===== config.mk =====
export PLATFORM = sky130hd
export DESIGN_NAME = mem_arbiter
export DESIGN_NICKNAME = d
export VERILOG_FILES = /design/src/rtl/mem_arb_pkg.sv /design/src/rtl/mem_arbiter.sv
export SDC_FILE = /design/constraint.sdc
export NUM_CORES = 1
export LEC_CHECK = 0
export CAP_MARGIN = 0
export CORE_MARGIN = 8
export CORE_UTILIZATION = 31
export DETAILED_ROUTE_END_ITERATION = 8
export PLACE_DENSITY_LB_ADDON = 0.08
export SYNTH_ARGS = -nofsm -noshare
export SYNTH_HDL_FRONTEND = slang
export SYNTH_SLANG_ARGS = --single-unit

===== constraint.sdc =====
create_clock -name clk -period 1.5 [get_ports clk]
set_input_delay 0.15 -clock clk [delete_from_list [all_inputs] [get_ports clk]]
set_output_delay 0.15 -clock clk [all_outputs]
set_load 0.02 [all_outputs]

===== src/rtl/mem_arb_pkg.sv =====
// Shared types for the unified-memory arbiter.
//   state_t : arbiter FSM states (IDLE, REQ, WAIT)
//   owner_t : which CPU port owns the transaction in flight
package mem_arb_pkg;

  typedef enum logic [1:0] {
    IDLE = 2'd0,
    REQ  = 2'd1,
    WAIT = 2'd2
  } state_t;

  typedef enum logic {
    OWN_IF = 1'b0,
    OWN_DM = 1'b1
  } owner_t;

endpackage


===== src/rtl/mem_arbiter.sv =====
// mem_arbiter: shares one single-ported memory between the instruction-fetch
// port and the data port. One transaction is in flight at a time.
//
// Ports:
//   clk, rst                 clock, synchronous active-high reset
//   i_if_req / i_if_addr     fetch request (held until o_if_rsp_valid)
//   o_if_rsp_valid/o_if_rdata  fetch completion pulse and data
//   i_dm_req, i_dm_addr, i_dm_we, i_dm_wdata, i_dm_wstrb  data request
//   o_dm_rsp_valid/o_dm_rdata  data completion pulse (read data or write ack)
//   o_mem_req_valid, i_mem_req_ready, o_mem_addr/we/wdata/wstrb  memory request
//   i_mem_rsp_valid, i_mem_rdata  memory response
//   o_busy                   FSM not in IDLE
//   o_err                    sticky: memory response seen outside WAIT
//   o_dbg_state              current FSM state, for observation
//
// Handshake: the memory request channel is valid/ready. Once o_mem_req_valid
// rises it stays high, with a constant payload, until the cycle in which
// i_mem_req_ready is sampled high; the request transfers on that edge. The
// memory answers with a single-cycle i_mem_rsp_valid no earlier than the
// following cycle, and never asserts ready and response in the same cycle.
module mem_arbiter
  import mem_arb_pkg::*;
#(
  parameter int XLEN          = 32,
  parameter int MAX_DM_STREAK = 4
) (
  input  logic              clk,
  input  logic              rst,
  input  logic              i_if_req,
  input  logic [XLEN-1:0]   i_if_addr,
  output logic              o_if_rsp_valid,
  output logic [XLEN-1:0]   o_if_rdata,
  input  logic              i_dm_req,
  input  logic [XLEN-1:0]   i_dm_addr,
  input  logic              i_dm_we,
  input  logic [XLEN-1:0]   i_dm_wdata,
  input  logic [XLEN/8-1:0] i_dm_wstrb,
  output logic              o_dm_rsp_valid,
  output logic [XLEN-1:0]   o_dm_rdata,
  output logic              o_mem_req_valid,
  input  logic              i_mem_req_ready,
  output logic [XLEN-1:0]   o_mem_addr,
  output logic              o_mem_we,
  output logic [XLEN-1:0]   o_mem_wdata,
  output logic [XLEN/8-1:0] o_mem_wstrb,
  input  logic              i_mem_rsp_valid,
  input  logic [XLEN-1:0]   i_mem_rdata,
  output logic              o_busy,
  output logic              o_err,
  output logic [1:0]        o_dbg_state
);

  localparam int SW = $clog2(MAX_DM_STREAK + 1);
  localparam logic [SW-1:0] STREAK_MAX = SW'(MAX_DM_STREAK);

  state_t              state_q, state_d;
  owner_t              owner_q, owner_d;
  logic [SW-1:0]       streak_q, streak_d;
  logic [XLEN-1:0]     addr_q, addr_d;
  logic                we_q, we_d;
  logic [XLEN-1:0]     wdata_q, wdata_d;
  logic [XLEN/8-1:0]   wstrb_q, wstrb_d;
  logic                err_q, err_d;
  logic                grant_dm, grant_if;

  always_ff @(posedge clk) begin
    if (rst) begin
      state_q  <= IDLE;
      owner_q  <= OWN_IF;
      streak_q <= '0;
      addr_q   <= '0;
      we_q     <= 1'b0;
      wdata_q  <= '0;
      wstrb_q  <= '0;
      err_q    <= 1'b0;
    end else begin
      state_q  <= state_d;
      owner_q  <= owner_d;
      streak_q <= streak_d;
      addr_q   <= addr_d;
      we_q     <= we_d;
      wdata_q  <= wdata_d;
      wstrb_q  <= wstrb_d;
      err_q    <= err_d;
    end
  end

  always_comb begin
    state_d  = state_q;
    owner_d  = owner_q;
    streak_d = streak_q;
    addr_d   = addr_q;
    we_d     = we_q;
    wdata_d  = wdata_q;
    wstrb_d  = wstrb_q;
    // A response is only legal while waiting for one.
    err_d    = err_q | (i_mem_rsp_valid && (state_q != WAIT));
    grant_dm = 1'b0;
    grant_if = 1'b0;

    case (state_q)
      IDLE: begin
        // Data normally wins; fetch is forced once data has taken
        // MAX_DM_STREAK grants in a row while fetch was waiting.
        if (i_dm_req && !(i_if_req && (streak_q == STREAK_MAX))) begin
          grant_dm = 1'b1;
        end else if (i_if_req) begin
          grant_if = 1'b1;
        end

        if (grant_dm) begin
          state_d  = REQ;
          owner_d  = OWN_DM;
          addr_d   = i_dm_addr;
          we_d     = i_dm_we;
          wdata_d  = i_dm_wdata;
          wstrb_d  = i_dm_we ? i_dm_wstrb : '0;
          if (!i_if_req) begin
            streak_d = '0;
          end else if (streak_q != STREAK_MAX) begin
            streak_d = streak_q + 1'b1;
          end
        end else if (grant_if) begin
          state_d  = REQ;
          owner_d  = OWN_IF;
          addr_d   = i_if_addr;
          we_d     = 1'b0;
          wdata_d  = '0;
          wstrb_d  = '0;
          streak_d = '0;
        end
      end
      REQ: begin
        if (i_mem_req_ready) state_d = WAIT;
      end
      WAIT: begin
        if (i_mem_rsp_valid) state_d = IDLE;
      end
      default: state_d = IDLE;
    endcase
  end

  // Completion pulses go straight from the memory response to the owner.
  assign o_if_rsp_valid = (state_q == WAIT) && i_mem_rsp_valid && (owner_q == OWN_IF);
  assign o_dm_rsp_valid = (state_q == WAIT) && i_mem_rsp_valid && (owner_q == OWN_DM);
  assign o_if_rdata     = o_if_rsp_valid ? i_mem_rdata : '0;
  assign o_dm_rdata     = o_dm_rsp_valid ? i_mem_rdata : '0;

  assign o_mem_req_valid = (state_q == REQ);
  assign o_mem_addr      = addr_q;
  assign o_mem_we        = we_q;
  assign o_mem_wdata     = wdata_q;
  assign o_mem_wstrb     = wstrb_q;
  assign o_busy          = (state_q != IDLE);
  assign o_err           = err_q;
  assign o_dbg_state     = state_q;

endmodule

==> reports/qor.yml <==
cts:
  clk_latency_ns: 0.34
  cts_buffers: 9
  clockRootBuffer: "clkbuf_16"
  cts_buffer_depth: 2
  cts_max_level: 3
  clock_sinks: 76
  clkTransAtPathRegs_ns: 0.07
  cts_hold_buf: 0
  cts_tree: "yes"
global_routing:
  grt_pass1_vias: 4902
  grt_use_total: 0.216
  gr-total-overflow: 0
  antenna_found_initial: 0
  grt_max_degree: 77
  grt_pass1_wl_microns: 27700
layout:
  drive_gt1_frac: 0.271
  multiInputGateArea_sq_um: 2190
  diodes: 0
  final_core_util: 0.649
  finalNetCount: 897
  fill_cells: 954
  final_cell_mix: "198 x clkdlybuf4s50_1, 77 x buf_6, 74 x a21oi_1"
  area_growth_pct: 106
  final_common_cell: "clkdlybuf4s50_1"
  final-seq-area_sq_um: 1530
logic_synthesis:
  netlist_area_sq_um: 3770
  syn_avg_cell_area_sq_um: 7.93
  synth_top_cell_by_area: "dfxtp_1"
  synth_cell_types: 29
  synth_fp_nets: 616
  post_synth_inst_count: 475
  synthTopCellsByArea: "dfxtp_1 40%, and2_1 11%, a21oi_1 10%, a311oi_1 7.4%, nand4_1 6.3%"
  yosys_warnings: 0
  ys_ff_latch: 76
  ys_seq_area_frac: 0.404
  yosysTopAreaCellShare: 0.404
floorplanning:
  die_w_microns: 126
  rows: 40
  initial_core_util: 0.315
  core_sq_um: 12000
  die_y_microns: 126
  die-area_sq_um: 15900
  io_pins: 279
worst_hold_path:
  hold_class: "in -> reg"
  holdCritStartpoint: "rst"
critical_path:
  crit_start: "o_dbg_state[0]"
  required_ns: 1.35
  end_kind: "output port"
  criticalPathCategory: "reg -> out"
  crit-reg2reg-launch: "streak_q[1]"
  crit_fanout: 7
  startpoint_type: "flop"
  arrival_ns: 1.63
power_and_ir_drop:
  p_sw_w: 0.00188
  internal_power_w: 0.00466
  ir_drop_mv: 0.560
  p_seq_frac: 0.350
  p_per_area_nw_per_um2: 842
  netSwitchingFraction: 0.288
  p_leak_nw: 3.14
  comb_power_share: 0.279
  clock_power_share: 0.371
routing:
  ant_nets: 0
  drc_errors: 0
  vias: 4899
  wl_microns: 18500
  viasPerCell: 5.40
  dr.first_iter.drc_count: 390
  drt-wirelength-per-cell_microns: 20.4
  drt_pass1_iterations: 4
timing:
  rsz0062_at_grt: "true"
  clock_skew_ns: 0.00679
  fmax_mhz: 561
  fin_crit_ns: 1.78
  fin_crit_sh: 1.19
  fin_ws_ns: -0.283
  finalSetupViolCount: 66
  maxSlewViolCount: 0
  hold_viol_final: 0
  tightest_slew_ns: 0.380
  max_slew_margin: 0.747
placement:
  port_buffers: 278
  place_congestion: 0.776
  pre_cts_slack_ns: -0.568
  dpl.hpwl_microns: 13200
flow_run:
  cap_violations: 0
status:
  violations: "setup timing"
  outcome: "finished with violations"
-- cells in the mapped netlist --
master and instances:
nor2_2 2, buf_1 2, buf_4 1, inv_1 3, ha_1 2, dfxtp_1 76, clkbuf_1 35, nand4b_1 1
a21oi_1 75, o31ai_1 1, nor3b_2 1, inv_2 1, and4b_1 1, nand3_1 35, a2bb2oi_1 1, nor3b_1 1
or2_1 1, nand2_1 2, o21ai_1 30, nor2_1 3, nor4bb_1 1, nand2b_1 2, nand4_1 38, a311oi_1 32
o21ai_0 42, and3_1 1, nor2b_1 1, buf_2 19, and2_1 65
-- critical path, cell delays in order, from the launching register on --
cell	delay [ns]
dfxtp_2	0.33
nand2b_4	0.15
nor3b_4	0.27
buf_6	0.15
buf_6	0.12
and2_4	0.16
buf_6	0.11
-- power by group through the flow --
stage	logic, W	clock network [W]	registers (W)
after floorplan	0.000546	0	0.00253
after global placement	0.00173	0	0.00232
after detailed placement	0.00175	0	0.00233
after CTS	0.00178	0.00247	0.00229
after global routing	0.00194	0.00258	0.00231
final	0.00182	0.00243	0.00229
-- routing by layer --
layer	wire, microns	GRT usage	vias to the layer above
li1	-	-	2321
met5	0	0	-
met3	1450	0.0612	19
met2	9530	0.381	224
met1	7280	0.247	2335
met4	272	0.0651	0
-- through the flow --
stage | std cells | total power [W] | area (sq um) | setup TNS (ns) | hold WS (ns)
6_report | 908 | 0.00654 | 7770 | -11.68 | 0.338
3_5_place_dp | 877 | 0.00407 | 6910 | -35.22 | 0.462
5_1_grt | 908 | 0.00683 | 7770 | -14.40 | 0.337
2_1_floorplan | 475 | 0.00308 | 3800 | 0 | 0.289
3_3_place_gp | 877 | 0.00405 | 6910 | -31.19 | 0.453
4_1_cts | 904 | 0.00654 | 7580 | -10.92 | 0.316
-- kinds of logic (layout without fill, tap and decap cells) --
family,Yosys count,after routing,synth area share
AO/OA/AOI/OAI,181,181,0.274
AND/OR/NAND/NOR,155,155,0.247
flip-flops,76,76,0.404
buffers and inverters,61,347,0.0681
adder cells (fa/ha/maj),2,2,0.00664
-- state kept, by name (all words and copies together) (netlist names) --
register and count:
o_mem_wdata 32, owner_q 1, o_mem_addr 32, o_dbg_state 2
o_mem_wstrb 4, o_err 1, streak_q 3, o_mem_we 1
-- timing repair --
item                                   in CTS  in global routing
gates resized for setup                   457                 42
pin swaps                                  31                 15
setup buffers                               6                  2
setup endpoints to repair                  99                140
endpoints found under the hold margin       0                  0
gates cloned                                5                  2
-- path summary, 6_finish.rpt --
kind / cells after the start / end / slack (ns)
max: 6 / o_if_rdata[8] / -0.28
min: 3 / o_mem_addr[15] / 0.34
max reg2reg: 6 / o_mem_addr[23] / 0.07
min reg2reg: 2 / o_mem_wdata[23] / 0.47
-- layout make-up --
type,instances,area share
sequential,76,0.197
tap,147,0.0237
timing repair buffer,327,0.452
clock inverter,6,0.0121
inverter,4,0.00226
clock buffer,10,0.0308
multi-input combinational,338,0.282
(Power assumes the default switching activity.)
